## src/rtl/huffman_packer_if.sv

```systemverilog
// Handshake bundle for huffman_packer: code-table load, symbol stream in, packed byte stream out.
interface huffman_packer_if;
    logic        code_valid;
    logic [47:0] hc_bus;
    logic [47:0] m_bus;
    logic        sym_valid;
    logic [7:0]  sym_data;
    logic        sym_last;
    logic        sym_ready;
    logic        out_valid;
    logic [7:0]  out_data;
    logic        out_last;
    logic        out_ready;
    logic        frame_done;
    logic        sym_err;

    modport slave (
        input  code_valid, hc_bus, m_bus, sym_valid, sym_data, sym_last, out_ready,
        output sym_ready, out_valid, out_data, out_last, frame_done, sym_err
    );

    modport master (
        output code_valid, hc_bus, m_bus, sym_valid, sym_data, sym_last, out_ready,
        input  sym_ready, out_valid, out_data, out_last, frame_done, sym_err
    );
endinterface

```

## src/rtl/huffman_packer.sv

```systemverilog
// Packs variable-length Huffman codes MSB-first into bytes; a symbol is appended the cycle it is accepted.
// Bytes appear combinationally from the buffer; sym_ready drops above 11 buffered bits, outputs hold while out_ready is low.
module huffman_packer (
    input  logic             clk,
    input  logic             reset,
    huffman_packer_if.slave  bus
);
    typedef enum logic [1:0] {S_IDLE, S_READY, S_STREAM, S_FLUSH} state_t;

    state_t      state, state_nx;
    logic [7:0]  code_tab [6];
    logic [3:0]  len_tab  [6];
    logic [15:0] bit_buf, buf_nx;
    logic [4:0]  cnt, cnt_nx;
    logic        sym_err_q, frame_done_q;
    logic        frame_done_nx;

    logic [7:0]  sel_code;
    logic [3:0]  sel_len;
    logic        sym_legal;
    logic        accept, xfer, load;
    logic        out_valid_c, out_last_c;
    logic [7:0]  tail_mask;
    logic [15:0] base_buf;
    logic [4:0]  base_cnt;
    logic [5:0]  shamt;
    logic [23:0] placed;

    // Out-of-range symbols select nothing, so their length reads as zero.
    always_comb begin
        sel_code = 8'd0;
        sel_len  = 4'd0;
        for (int k = 0; k < 6; k++) begin
            if (bus.sym_data == 8'(k + 1)) begin
                sel_code = code_tab[k];
                sel_len  = len_tab[k];
            end
        end
    end

    assign sym_legal     = (sel_len != 4'd0);
    assign bus.sym_ready = ((state == S_READY) || (state == S_STREAM)) && (cnt <= 5'd11);
    assign accept        = bus.sym_valid && bus.sym_ready;
    assign load          = bus.code_valid && ((state == S_IDLE) || (state == S_READY));

    assign out_valid_c = ((state == S_STREAM) && (cnt >= 5'd9)) ||
                         ((state == S_FLUSH)  && (cnt != 5'd0));
    assign out_last_c  = (state == S_FLUSH) && (cnt != 5'd0) && (cnt <= 5'd8);
    assign tail_mask   = (cnt >= 5'd8) ? 8'hFF : ~(8'hFF >> cnt[2:0]);
    assign xfer        = out_valid_c && bus.out_ready;

    assign bus.out_valid  = out_valid_c;
    assign bus.out_last   = out_last_c;
    assign bus.out_data   = bit_buf[15:8] & tail_mask;
    assign bus.frame_done = frame_done_q;
    assign bus.sym_err    = sym_err_q;

    // Shift-out is applied first so a same-cycle append lands after the surviving bits.
    assign base_buf = xfer ? {bit_buf[7:0], 8'd0} : bit_buf;
    assign base_cnt = xfer ? (cnt - 5'd8) : cnt;
    assign shamt    = 6'd24 - {1'b0, base_cnt} - {2'b00, sel_len};
    assign placed   = {16'd0, sel_code} << shamt;

    always_comb begin
        state_nx      = state;
        buf_nx        = bit_buf;
        cnt_nx        = cnt;
        frame_done_nx = 1'b0;

        if (xfer) begin
            buf_nx = base_buf;
            cnt_nx = base_cnt;
        end
        if (accept && sym_legal) begin
            buf_nx = base_buf | placed[23:8];
            cnt_nx = base_cnt + {1'b0, sel_len};
        end

        case (state)
            S_IDLE: begin
                if (bus.code_valid) state_nx = S_READY;
            end
            S_READY: begin
                if (accept) state_nx = bus.sym_last ? S_FLUSH : S_STREAM;
            end
            S_STREAM: begin
                if (accept && bus.sym_last) state_nx = S_FLUSH;
            end
            S_FLUSH: begin
                if ((cnt == 5'd0) || (xfer && out_last_c)) begin
                    state_nx      = S_READY;
                    buf_nx        = 16'd0;
                    cnt_nx        = 5'd0;
                    frame_done_nx = 1'b1;
                end
            end
            default: state_nx = S_IDLE;
        endcase
    end

    always_ff @(posedge clk) begin
        if (reset) begin
            state        <= S_IDLE;
            bit_buf      <= 16'd0;
            cnt          <= 5'd0;
            sym_err_q    <= 1'b0;
            frame_done_q <= 1'b0;
            for (int k = 0; k < 6; k++) begin
                code_tab[k] <= 8'd0;
                len_tab[k]  <= 4'd0;
            end
        end else begin
            state        <= state_nx;
            bit_buf      <= buf_nx;
            cnt          <= cnt_nx;
            sym_err_q    <= accept && !sym_legal;
            frame_done_q <= frame_done_nx;
            if (load) begin
                for (int k = 0; k < 6; k++) begin
                    code_tab[k] <= bus.hc_bus[8*k +: 8] & bus.m_bus[8*k +: 8];
                    len_tab[k]  <= 4'($countones(bus.m_bus[8*k +: 8]));
                end
            end
        end
    end
endmodule

```

## src/flat_wrapper.sv

```systemverilog
// flat-port wrapper written by rule: the top's interface ports become plain ports
module huffman_packer_flat 
  (clk, reset, bus_code_valid, bus_hc_bus, bus_m_bus, bus_sym_valid, bus_sym_data, bus_sym_last, bus_out_ready, bus_sym_ready, bus_out_valid, bus_out_data, bus_out_last, bus_frame_done, bus_sym_err);
  huffman_packer_if bus_i ();
  input  logic clk;
  input  logic reset;
  input wire logic [$bits(bus_i.code_valid)-1:0] bus_code_valid;
  input wire logic [$bits(bus_i.hc_bus)-1:0] bus_hc_bus;
  input wire logic [$bits(bus_i.m_bus)-1:0] bus_m_bus;
  input wire logic [$bits(bus_i.sym_valid)-1:0] bus_sym_valid;
  input wire logic [$bits(bus_i.sym_data)-1:0] bus_sym_data;
  input wire logic [$bits(bus_i.sym_last)-1:0] bus_sym_last;
  input wire logic [$bits(bus_i.out_ready)-1:0] bus_out_ready;
  output wire logic [$bits(bus_i.sym_ready)-1:0] bus_sym_ready;
  output wire logic [$bits(bus_i.out_valid)-1:0] bus_out_valid;
  output wire logic [$bits(bus_i.out_data)-1:0] bus_out_data;
  output wire logic [$bits(bus_i.out_last)-1:0] bus_out_last;
  output wire logic [$bits(bus_i.frame_done)-1:0] bus_frame_done;
  output wire logic [$bits(bus_i.sym_err)-1:0] bus_sym_err;
  assign bus_i.code_valid = bus_code_valid;
  assign bus_i.hc_bus = bus_hc_bus;
  assign bus_i.m_bus = bus_m_bus;
  assign bus_i.sym_valid = bus_sym_valid;
  assign bus_i.sym_data = bus_sym_data;
  assign bus_i.sym_last = bus_sym_last;
  assign bus_i.out_ready = bus_out_ready;
  assign bus_sym_ready = bus_i.sym_ready;
  assign bus_out_valid = bus_i.out_valid;
  assign bus_out_data = bus_i.out_data;
  assign bus_out_last = bus_i.out_last;
  assign bus_frame_done = bus_i.frame_done;
  assign bus_sym_err = bus_i.sym_err;
  huffman_packer u_core (.clk(clk), .reset(reset), .bus(bus_i));
endmodule
```

## config.mk

```make
export PLATFORM = sky130hd
export DESIGN_NAME = huffman_packer_flat
export DESIGN_NICKNAME = d
export VERILOG_FILES = /design/src/rtl/huffman_packer_if.sv /design/src/rtl/huffman_packer.sv /design/src/flat_wrapper.sv
export SDC_FILE = /design/constraint.sdc
export NUM_CORES = 1
export LEC_CHECK = 0
export CORE_MARGIN = 2
export CORE_UTILIZATION = 42
export DETAILED_ROUTE_END_ITERATION = 10
export GPL_ROUTABILITY_DRIVEN = 0
export PLACE_DENSITY = 0.66
export SETUP_SLACK_MARGIN = 0.4
export SLEW_MARGIN = 5
export SYNTH_ARGS = -nofsm -noshare
export SYNTH_HDL_FRONTEND = slang
export SYNTH_SLANG_ARGS = --single-unit
```

## constraint.sdc

```tcl
create_clock -name clk -period 4.46 [get_ports clk]
set_clock_uncertainty 0.2 [all_clocks]
set_input_delay 0.669 -clock clk [delete_from_list [all_inputs] [get_ports clk]]
set_output_delay 0.669 -clock clk [all_outputs]
set_load 0.1 [all_outputs]
```

==> results of run 1 <==
==> registers in the layout, summed over array words and instances, names as in the netlist <==
signal and count:
u_core.bit_buf 16, u_core.bus.frame_done 1, u_core.bus.sym_err 1, u_core.cnt 5, u_core.code_tab 48, u_core.len_tab 24, u_core.state 2
==> per-layer routing <==
| layer | GRT usage | routed length [um] | vias to the layer above | part of all wire |
|---|---|---|---|---|
| met4 | 0.102 | 584 | 0 | 0.033 |
| met2 | 0.358 | 8490 | 233 | 0.47 |
| met3 | 0.0379 | 1030 | 48 | 0.058 |
| li1 | - | - | 2689 | - |
| met1 | 0.278 | 7790 | 2621 | 0.44 |
| met5 | 0 | 0 | - | 0 |
==> per-stage QoR <==
step / hold WS, ns / setup TNS [ns]
6_report: 0.272 / 0
5_1_grt: 0.290 / 0
4_1_cts: 0.274 / 0
3_5_place_dp: 0.258 / -1.06
3_3_place_gp: 0.252 / -0.0485
2_1_floorplan: 0.231 / 0
==> cell usage in the layout (no fill, tap or decap), types with 9 or more instances in the layout <==
| cell | instances |
|---|---|
| clkdlybuf4s50_1 | 106 |
| buf_4 | 77 |
| edfxtp_1 | 72 |
| ha_1 | 53 |
| and3_1 | 52 |
| inv_1 | 36 |
| and2_1 | 29 |
| nand2_1 | 28 |
| mux2i_1 | 26 |
| a21oi_1 | 25 |
| fa_1 | 25 |
| dfxtp_1 | 24 |
| nor2_1 | 22 |
| nand3_1 | 11 |
| a32oi_1 | 11 |
| a22oi_1 | 9 |
| clkbuf_16 | 9 |
==> area by class of cell <==
class                           count  area, sq um
Timing Repair Buffer              198         1830
Multi-Input combinational cell    457         3960
Inverter                           37          139
Fill cell                        1349         6630
Sequential cell                    97         2660
Clock inverter                      6         43.8
Clock buffer                        9          225
Tap cell                          216          270
==> report_power, final <==
part	switching [mW]	internal (mW)
registers	0.0798	1.18
clock network	0.341	0.376
logic	0.499	0.373
==> worst max-delay path, cell delays in order (launching register included) <==
cell and delay (ns):
dfxtp_2 0.40, or4_4 0.60, o211ai_1 0.22, o21a_1 0.19
xnor2_1 0.19, ha_1 0.28, inv_1 0.10, ha_1 0.29
buf_4 0.20, xor2_4 0.22, buf_6 0.17, or4_1 0.53
a221oi_2 0.24
==> cell families after synthesis <==
| kind of cell | share of synthesized area |
|---|---|
| and+or+nand+nor | 0.166 |
| adders and majority gates | 0.180 |
| xor gates and xnor gates | 0.0117 |
| muxes | 0.0522 |
| buffers and inverters | 0.0419 |
| DFF | 0.396 |
| AOI/OAI and AO/OA | 0.152 |
==> timing repair <==
item	in CTS	in global routing
setup endpoints to repair	14	16
setup buffers	2	3
pin swaps	5	8
hold endpoints to repair	0	0
gates resized for setup	15	28
==> path summary, 6_finish.rpt <==
check / startpoint / endpoint / cells past startpoint
max reg2reg: u_core.cnt[2] / u_core.bit_buf[8] / 12
min reg2reg: u_core.bit_buf[7] / u_core.bit_buf[7] / 1
max: u_core.cnt[2] / u_core.bit_buf[8] / 12
min: u_core.bit_buf[7] / u_core.bit_buf[7] / 1
==> metrics.md, run 1 <==
| Metric | Value |
|---|---|
| Count leader, synth | edfxtp_1 |
| Design area | 9140 sq um |
| Area leader, netlist | edfxtp_1 |
| CP required | 4.53 ns |
| Nets | 991 |
| Hold_buf cts | 0 |
| Post-layout min period | 3.91 ns |
| Total power | 2.85 mW |
| Leak | 3.88 nW |
| Post-Route Utilization | 0.579 |
| Kind of critical path | reg2reg |
| Drt wl/cell | 17.6 um |
| Critical Path End Type | register |
| CTS tree | yes |
| DP Cell Count | 999 |
| Number of synthesized flops with an enable pin | a little over 70 |
| CP max FO | 13 |
| Share of layout cells above drive strength 1 | 0.178 |
| Starting Density | 0.426 |
| Port Buffers | between 100 and 150 |
| Longest Clk Path Bufs | 2 |
| Die W | between 100 and 150 um |
| Post-route ant nets | 0 |
| Maximum vdd drop | 0.000408 V |
| Highest clock rate | 256 MHz |
| Initial antenna violation count | 0 |
| Min setup slack post-route | 0.548 ns |
| Clock Tree Root | clkbuf_16 |
| Worst-Skew Late Latency | 0.35 ns |
| Clock-pin slew on the worst setup and hold paths | about 0.070 ns |
| Num CTS Buffers | 9 |
| DRC | 0 |
| Core ar. | 15800 sq um |
| Vias per cell | 5.48 |
| Most frequent cells after synthesis | edfxtp_1, ha_1, and3_1 |
| Pre-antenna DRT Iters | 7 |
| Total Routed Length | 17900 um |
| Status | completed |
| Die area | around 17000 sq um |
| Die Ht | 130 um |
| Max-cap viol count | 0 |
| R2R setup slack | around 0.55 ns |
| Endpoints failing setup | 0 |
| Top cells by area, synth | edfxtp_1, ha_1, fa_1, dfxtp_1, and3_1 |
| RSZ-0062 raised after global routing | true |
| Power Density | 312 nW/um^2 |
| Worst slew margin | 0.355 |
| GR Util All Layers | 0.217 |
| Yosys cell types | 71 |
| 1st-iter DRT viols | roughly 560 |
| Syn. warnings | 0 |
| Row count | 46 |
| ANT cells | 0 |
| Final slew viol count | 0 |
| Netlist Area Pre-Place | between 6000 and 7000 sq um |
| Sequential share of the synthesized area | 0.396 |
| Area after DPL | 8630 sq um |
| Hold WC Path Type | reg2reg |
| Avg Synthesized Cell Area | 10.8 sq um |
| Syn Nets | 814 |
| Least-Margin Pin Slew | 0.964 ns |
| Largest net degree at the start of global routing | 73 |
| GR Overflow Total | 0 |
| I/O Pins | 123 |
| Hold Fails Final Rpt | 0 |
| WP data arrival | 3.98 ns |
| Tcrit/Tclk final | 0.877 |
| Element type at the critical path start | register |
| Area Overhead vs Synth | 36.1% |
| Clk sinks | between 90 and 100 |
| Synthesized instance count | 623 |
| Synthesized flop and latch total | 97 |
| First-pass GRT wire length | 28300 um |
| H-tree depth | 3 |
| Share of async-settable or async-resettable flops after synthesis | 0 |
| Setup WS pre-CTS | -0.160 ns |
| Number of global-route vias before repair | 5700 |
| Post-synth top flop | edfxtp_1 |
| Post-synth top area share | 0.322 |
| Via count | about 5600 |
| Non-Filler Instances | 1020 |
| Final HPWL DP | 14300 um |
No activity file was read; power rests on OpenSTA's default activity.
==> run 2, diff against run 1 <==
Settings changed: CORE_MARGIN 2 to default, CORE_UTILIZATION 42 to 48, PLACE_DENSITY 0.66 to 0.74.
==> run 2 against run 1 <==
  * Non-clock buffer count up 2
  * Sequential power about the same
  * Die area down 15%
  * Largest power group unchanged
  * Combinational power up 0.8%
==> metrics.md, run 2 (same netlist as run 1, synthesis figures left out) <==
| Metric | Value |
|---|---|
| Final HPWL DP | 13800 um |
| Core ar. | between 10000 and 15000 sq um |
| GRT busiest layer | met2 |
| Hold_ws | 0.266 ns |
| Largest net degree at the start of global routing | 73 |
| Port Buffers | ~120 |
| GR Util All Layers | 0.257 |
| Setup TNS | 0 ns |
| Non-Filler Instances | 983 |
| Seq pwr share | 0.441 |
| Vias per cell | 5.85 |
| Comb power frac | 0.309 |
| Hold Fails Final Rpt | 0 |
| Reg-to-Reg Start | u_core.cnt[2] |
| Hold wc startpoint | u_core.bit_buf[2] |
| RSZ-0062 raised after global routing | false |
| Crit Reg-Reg Endpoint | u_core.bit_buf[14] |
| Max reg flops | 48 |
| Clock-pin slew on the worst setup and hold paths | 0.07 ns |
| Drt wl/cell | 18.7 um |
| CTS tree | yes |
| FF-to-FF path depth | 14 |
| Slowest stage cell, crit path | or4_4 |
| Fill cell count | 1004 |
| Nets | 993 |
| Hold Path Stages | 2 |
| Element type at the critical path start | input pin |
| DRC | 0 |
| Sw Share | 0.323 |
| CP required | 4.53 ns |
| ANT cells | 0 |
| Maximum vdd drop | about 0.00022 V |
| Longest Clk Path Bufs | 2 |
| Status | completed |
| Hold WC Path Type | reg2reg |
| Die W | 120 um |
| Total Routed Length | between 15000 and 20000 um |
| Worst path cell trace | clkdlybuf4s15_1 -> or4_4 -> nor2_4 -> o211ai_1 -> inv_2 -> buf_6 -> buf_6 -> ha_4 -> inv_1 -> ha_1 -> a21o_1 -> a21oi_4 -> xor2_1 -> buf_4 -> buf_4 -> nor2_2 -> nand4_1 -> a221oi_2 |
| Number of global-route vias before repair | 5950 |
| Die area | 14500 sq um |
| Initial antenna violation count | 0 |
| Most frequent cells in the layout | clkdlybuf4s50_1, buf_4, edfxtp_1 |
| GR Overflow Total | 0 |
| Via count | 5746 |
| I/O Pins | 123 |
| R2R setup slack | ~0.56 ns |
| Leak | 3.86 nW |
| Highest clock rate | ~250 MHz |
| Area Overhead vs Synth | 36.0% |
| GR Util met2 | 0.458 |
| Row count | 42 |
| Worst-Skew Late Latency | 0.35 ns |
| Worst stage delay on the critical path | 0.59 ns |
| WP data arrival | 4.01 ns |
| Kind of critical path | in2reg |
| Clock group share of total power | 0.250 |
| Largest registers | u_core.code_tab: 48 flops, u_core.len_tab: 24 flops, u_core.bit_buf: 16 flops |
| Die Ht | 120 um |
| Tcrit/Tclk final | 0.883 |
| Max-cap viol count | 0 |
| Final slew viol count | 0 |
| GRT met3 Usage | 0.0349 |
| Clk sinks | 97 |
| Most common cell after layout, fill and taps aside | clkdlybuf4s50_1 |
| Int Power | 1.93 mW |
| Hold endpoint | u_core.bit_buf[2] |
| Largest reg by FF count | u_core.code_tab |
| WP buf/inv | 7 |
| Worst slew margin | 0.229 |
| DP Cell Count | 947 |
| Starting Density | 0.499 |
| Clock Tree Root | clkbuf_16 |
| CP max FO | 4 |
| Least-Margin Pin Slew | 1.15 ns |
| Share of layout cells above drive strength 1 | 0.192 |
| Num CTS Buffers | 9 |
| Post-layout min period | slightly below 4 ns |
| Critical Path End Type | register |
| Sw power | 0.919 mW |
| Post-route ant nets | 0 |
| GR Layer Usage met1 | 0.311 |
| 1st-iter DRT viols | between 500 and 600 |
| Pre-antenna DRT Iters | 5 |
| First-pass GRT wire length | 28800 um |
| Endpoints failing setup | 0 |
| H-tree depth | 3 |
| Power Density | 312 nW/um^2 |
| Largest delay share family, worst path | simple AND/OR/NAND/NOR gates |
[run 2: worst max-delay path by stage]
stage,cells after the start,from,to
final,18,bus_sym_data[6],u_core.bit_buf[14]
after global placement,14,bus_sym_data[5],u_core.bit_buf[8]
after floorplan,5,u_core.cnt[2],bus_out_data[1]
after detailed placement,14,bus_sym_data[5],u_core.bit_buf[9]
after CTS,18,bus_sym_data[4],u_core.bit_buf[10]
after global routing,18,bus_sym_data[6],u_core.bit_buf[14]
[run 2: cell type report]
class,count,area [sq um],share of cell area
Multi-Input combinational cell,457,4030,0.441
Sequential cell,97,2670,0.292
Timing Repair Buffer,200,1820,0.199
Clock buffer,10,229,0.0251
Tap cell,176,220,0.0241
Inverter,37,139,0.0152
Clock inverter,6,33.8,0.00370
[run 2: worst min-delay path, cell delays in order (launching register included)]
cell and delay (ns):
dfxtp_1 0.31, nand2_1 0.06, a21oi_1 0.05
[run 2: routing by layer]
| metal | vias to the layer above | share of wire |
|---|---|---|
| li1 | 2698 | - |
| met2 | 229 | 0.50 |
| met5 | - | 0 |
| met4 | 0 | 0.026 |
| met1 | 2778 | 0.41 |
| met3 | 41 | 0.056 |
[run 2: what timing repair did]
action,CTS,global route
gates cloned,1,0
buffers inserted,15,4
gates resized for setup,28,28
pin swaps,15,15
endpoints found under the setup margin,16,21
hold buffers,0,0
[run 2: power groups by stage]
stage / registers [mW] / logic, mW / clock network (mW)
2_1_floorplan: 1.26 / 0.517 / 0
3_3_place_gp: 1.27 / 0.815 / 0
3_5_place_dp: 1.27 / 0.852 / 0
4_1_cts: 1.26 / 0.872 / 0.720
5_1_grt: 1.27 / 0.964 / 0.749
6_report: 1.26 / 0.879 / 0.713
[run 2: per-stage QoR]
stage	instance area (sq um)	power, mW	util	setup WS [ns]
after floorplan	6760	1.78	-	0.268
after global placement	8490	2.08	0.631	-0.0731
after detailed placement	8490	2.12	0.631	-0.207
after CTS	9010	2.85	0.670	0.384
after global routing	9130	2.98	0.679	0.349
final	9130	2.85	0.679	0.524
